**src/rtl/pwm_out.sv**
```systemverilog
`default_nettype none
// ============================================================================
//  Module   : pwm_out
//  Purpose  : Speaker PWM output stage. Converts a signed 8-bit audio sample
//             into a 1-bit carrier with a 256-cycle period (156.25 kHz at a
//             40 MHz clk). Samples are latched on a strobe and applied only on
//             period boundaries. A soft-start/soft-stop FSM ramps the duty
//             cycle to and from midscale to avoid speaker pops.
//  Ports    : clk          system clock
//             reset        synchronous, active-high reset
//             enable       1 = play audio, 0 = ramp down and go silent
//             sample_valid one-cycle strobe qualifying amplitude
//             amplitude    signed two's-complement sample
//             carrier      registered PWM output
//             active       high while in RUN
//             ramping      high while in RAMP_UP or RAMP_DOWN
//  Params   : RAMP_STEP    max duty change per period while ramping (1..128)
//  Options  : PWM_DITHER_EN  when defined, an 8-bit LFSR adds a 1-LSB dither
//                            to the RUN duty cycle (saturating at 255)
//  Revision : 1.0  initial release
// ============================================================================
module pwm_out #(
    parameter int RAMP_STEP = 1
) (
    input  logic       clk,
    input  logic       reset,
    input  logic       enable,
    input  logic       sample_valid,
    input  logic [7:0] amplitude,
    output logic       carrier,
    output logic       active,
    output logic       ramping
);

    typedef enum logic [1:0] {
        S_OFF       = 2'd0,
        S_RAMP_UP   = 2'd1,
        S_RUN       = 2'd2,
        S_RAMP_DOWN = 2'd3
    } state_t;

    localparam logic [7:0] c_mid  = 8'd128;
    localparam logic [8:0] c_step = 9'(RAMP_STEP);

    state_t     r_state;
    logic [7:0] r_cnt;
    logic [7:0] r_duty;
    logic [7:0] r_sample;
    logic       r_carrier;

    logic       w_boundary;
    logic [7:0] w_target;
    logic [8:0] w_up_sum;
    logic [8:0] w_dn_diff;
    logic [7:0] w_toward_mid;
    logic [7:0] w_ramp_dn;
    logic [7:0] w_run_duty;

    assign w_boundary = (r_cnt == 8'd255);
    // Offset binary: -128 -> 0, 0 -> 128, +127 -> 255.
    assign w_target   = r_sample ^ 8'h80;

    // Ramp arithmetic is done 9 bits wide so clamping can see overflow and
    // underflow before truncation.
    always_comb begin
        w_up_sum  = {1'b0, r_duty} + c_step;
        w_dn_diff = {1'b0, r_duty} - c_step;
        // Soft-start moves toward midscale from either side without overshoot.
        if (r_duty < c_mid) begin
            w_toward_mid = (w_up_sum > {1'b0, c_mid}) ? c_mid : w_up_sum[7:0];
        end else begin
            w_toward_mid = (w_dn_diff < {1'b0, c_mid}) ? c_mid : w_dn_diff[7:0];
        end
        w_ramp_dn = ({1'b0, r_duty} <= c_step) ? 8'd0 : w_dn_diff[7:0];
    end

`ifdef PWM_DITHER_EN
    logic [7:0] r_lfsr;
    logic       w_lfsr_fb;
    logic [8:0] w_dither_sum;

    // Fibonacci LFSR, taps 8,6,5,4 (bit indices 7,5,4,3).
    assign w_lfsr_fb    = r_lfsr[7] ^ r_lfsr[5] ^ r_lfsr[4] ^ r_lfsr[3];
    assign w_dither_sum = {1'b0, w_target} + {8'd0, r_lfsr[0]};
    assign w_run_duty   = w_dither_sum[8] ? 8'hFF : w_dither_sum[7:0];

    always_ff @(posedge clk) begin
        if (reset) begin
            r_lfsr <= 8'hFF;
        end else if (w_boundary) begin
            r_lfsr <= {r_lfsr[6:0], w_lfsr_fb};
        end
    end
`else
    assign w_run_duty = w_target;
`endif

    always_ff @(posedge clk) begin
        if (reset) begin
            r_cnt     <= 8'd0;
            r_duty    <= 8'd0;
            r_sample  <= 8'd0;
            r_state   <= S_OFF;
            r_carrier <= 1'b0;
        end else begin
            r_cnt     <= r_cnt + 8'd1;
            // Compare uses the duty of the current period; at cnt==255 the
            // old duty still applies since the update lands on the same edge.
            r_carrier <= (r_state != S_OFF) && (r_cnt < r_duty);

            // A capture in the boundary cycle is seen only at the next
            // boundary, because the FSM below reads the pre-capture sample.
            if (sample_valid) begin
                r_sample <= amplitude;
            end

            if (w_boundary) begin
                case (r_state)
                    S_OFF: begin
                        if (enable) begin
                            r_state <= S_RAMP_UP;
                        end
                    end
                    S_RAMP_UP: begin
                        if (!enable) begin
                            r_state <= S_RAMP_DOWN;
                        end else if (r_duty == c_mid) begin
                            r_state <= S_RUN;
                            r_duty  <= w_target;
                        end else begin
                            r_duty  <= w_toward_mid;
                        end
                    end
                    S_RUN: begin
                        if (!enable) begin
                            r_state <= S_RAMP_DOWN;
                        end else begin
                            r_duty  <= w_run_duty;
                        end
                    end
                    S_RAMP_DOWN: begin
                        if (enable) begin
                            r_state <= S_RAMP_UP;
                        end else if (r_duty == 8'd0) begin
                            r_state <= S_OFF;
                        end else begin
                            r_duty  <= w_ramp_dn;
                        end
                    end
                    default: begin
                        r_state <= S_OFF;
                    end
                endcase
            end
        end
    end

    assign carrier = r_carrier;
    assign active  = (r_state == S_RUN);
    assign ramping = (r_state == S_RAMP_UP) || (r_state == S_RAMP_DOWN);

endmodule
`default_nettype wire
```
**config.mk**
```make
export PLATFORM = sky130hd
export DESIGN_NAME = pwm_out
export DESIGN_NICKNAME = d
export VERILOG_FILES = /design/src/rtl/pwm_out.sv
export SDC_FILE = /design/constraint.sdc
export NUM_CORES = 1
export LEC_CHECK = 0
export BUFFER_PORTS_ARGS = -buffer_cell sky130_fd_sc_hd__buf_2
export CAP_MARGIN = 20
export CORE_ASPECT_RATIO = 0.9
export CORE_MARGIN = 2
export CORE_UTILIZATION = 40
export CTS_CLUSTER_SIZE = 16
export DETAILED_ROUTE_END_ITERATION = 8
export SYNTH_ARGS = -nofsm -noshare
export SYNTH_HDL_FRONTEND = slang
export SYNTH_SLANG_ARGS = --single-unit
```
**constraint.sdc**
```tcl
create_clock -name clk -period 2 [get_ports clk]
set_input_delay 0.1 -clock clk [delete_from_list [all_inputs] [get_ports clk]]
set_output_delay 0.1 -clock clk [all_outputs]
set_load 0.05 [all_outputs]
```
==> flow_summary.yaml <==
critical_path:
  critical_path_class: "flip-flop to flip-flop"
  critPathRequiredTime_ps: 2160
  worstReg2RegEnd: "r_duty[4]"
  worstPathMaxFanout: 11
  critical_path.startpoint: "r_duty[3]"
  r2r_cells: 5
  cp-end-kind: "flip-flop"
  r2r-start: "r_duty[3]"
  crit_end: "r_duty[4]"
  critical_path.startpoint_type: "flip-flop"
  ff2ff_setup_slack_ps: 130
  crit_arrival_ps: 2030
logic_synthesis:
  yosys.area.top_type: "dfxtp_1"
  synthFlopType: "dfxtp_1"
  synth_area_leaders: "dfxtp_1 (28%), ha_1 (11%), nor2_1 (5.8%), mux2i_1 (4.7%), a21oi_1 (3.6%)"
  synth_edf_count: 0
  yosysMostFrequentCell: "nor2_1"
  ys_ff_latch: 27
  syn-cell-area_mm2: 0.00193
  synthCells: 233
  yosysTopAreaCellShare: 0.281
  synth.avg_cell_area_um2: 8.27
  netlist_top_cells_count: "nor2_1 (30), dfxtp_1 (27), ha_1 (17)"
  syn_nets: 262
  ys_async_sr_fraction: 0
  ys_types: 54
  ys_warn_count: 0
  synth-seq-area-share: 0.281
route:
  vias: 1824
  ant_nets: 0
  viasPerCell: 5.58
  drcViolationCount: 0
  wl_met3_um: 303
  dr.pass1.iters: 4
  routedLengthMet1_mm: 2.53
  top_layer_used: "met4"
  dr_wl_met2_mm: 2.12
  drtIter0Drc: 137
  routed_wl_mm: 4.99
  wire_per_inst_um: 15.3
floorplan:
  die_x_um: 77.2
  die_area_mm2: 0.00539
  core_mm2: 0.00455
  rows: 23
  io-pin-count: 15
  die_y_um: 69.8
  start_util: 0.424
finish:
  final_nets: 295
  final_area_mm2: 0.00230
  final_layout_size_suffix_gt1_frac: 0.234
  num_antenna_cells: 0
  area_growth_pct: 19.5
clocking:
  hold_buffers: 0
  htreeDepth: 1
  path_clk_slew_ps: 100
  worstSkewPairLatency_ps: 280
  cts.sink_count: 27
  numCtsBuffers: 3
  root_buffer: "clkbuf_8"
  cts_max_path_buffers: 2
  tritoncts: "yes"
place:
  portBuffers: 14
  gp_congestion: 0.958
  place_area_mm2: 0.00221
  dp_hpwl_mm: 3.83
timing:
  slew_headroom: 0.634
  rsz0062_at_grt: "false"
  fmax_mhz: 535
  hold_viol: 0
  tightest_slew_ps: 549
  finClkSkew_ps: 7.17
  fin_crit_sh: 0.935
  post-route-min-period_ps: 1870
  setup_violations: 0
  maxSlewViolCount: 0
  setup_tns_ps: 0
pwr:
  p_sw_frac: 0.243
  p_switching_uw: 234
  ir_drop_uv: 442
  clockPowerShare: 0.342
  p_leak_uw: 0.000994
  p_seq_frac: 0.587
  comb_power_share: 0.071
  p_int_uw: 728
  powerDensity_mw_per_mm2: 418
grt:
  grt_pass1_vias: 1629
  grt_max_degree: 30
  grt_pass1_wl_mm: 8.16
  track_usage: 0.187
  antenna_found_initial: 0
  gr-total-overflow: 0
worst_hold_path:
  hold_path.class: "primary input to flip-flop"
  hp-start: "amplitude[5]"
run_status:
  outcome: "finished, final reports clean"
run:
  cap_violations: 0
[worst min-delay path by stage]
stage	to	slack [ps]	cells after the start
after floorplan	r_sample[2]	250	2
after global placement	r_sample[2]	330	3
after detailed placement	r_sample[2]	340	3
after CTS	r_sample[4]	50	3
after global routing	r_sample[7]	60	3
final	r_sample[5]	50	3
[cells by family (layout without fill, tap and decap cells)]
family                   Yosys count  count (layout)  share of synthesized area
AO/OA/AOI/OAI                     62              62                      0.238
XOR/XNOR                           9               9                     0.0409
adder cells (fa/ha/maj)           17              17                      0.110
buffers and inverters             24              56                     0.0526
flip-flops                        27              27                      0.281
multiplexers                      10              10                     0.0526
AND/OR/NAND/NOR                   84              84                      0.225
[stage by stage]
step / hold slack [ps] / setup slack, ps / util / std cells / power, uW
after floorplan: 247 / 37.4 / - / 233 / 617
after global placement: 332 / 121 / 0.487 / 322 / 643
after detailed placement: 343 / 65.3 / 0.487 / 322 / 644
after CTS: 46.8 / 25.2 / 0.498 / 326 / 969
after global routing: 56.5 / 5.12 / 0.506 / 327 / 1000
final: 49.2 / 130 / 0.506 / 327 / 961
[timing repair]
action                     4_1_cts  5_1_grt
gates resized for setup          0        9
buffers inserted                 0        1
setup endpoints to repair        0        7
[sequential cells by signal, indices dropped and copies added, names as in the netlist]
name,cells
r_cnt,8
carrier,1
r_sample,8
r_duty,8
r_state,2
[power groups by stage]
stage	registers, uW	logic, uW	clock network [uW]
detailed placement	576	67.1	0
floorplan	573	44.0	0
global route	566	77.6	359
finish	564	68.5	328
CTS	564	68.0	337
global placement	576	66.5	0
[layer usage]
metal,global-route usage,up-vias
li1,-,920
met1,0.275,853
met2,0.283,47
met3,0.0365,4
met4,0.0377,0
met5,0,-
[placed cells by master, fill, tap and decap left out, drive strengths merged, types with 2 or more instances in the layout]
master	count
nor4b	2
buf	42
o21ai	10
nand2	5
a211oi	4
dfxtp	27
a311oi	4
nor2	30
xnor2	4
inv	10
and3	3
a21o	7
or3	5
clkbuf	3
a211o	2
mux2i	9
nor4	3
or4	2
nor2b	2
a221oi	2
and2	2
ha	17
nand3	14
o31ai	3
xor2	5
a31oi	2
nand2b	6
nand4	2
nor3	4
a21oi	14
[layout make-up]
class	instances	area [um^2]
Tap cell	62	77.6
Fill cell	456	2240
Sequential cell	27	543
Inverter	10	37.5
Multi-Input combinational cell	182	1320
Clock buffer	3	41.3
Clock inverter	1	7.51
Timing Repair Buffer	42	280
[critical path: stages (launching register included)]
cell and delay, ps:
dfxtp_1 590, and4_1 310, nand3_1 140, a32o_1 270
a311oi_1 320, o32ai_1 120
Power figures use the tool's default switching activity.
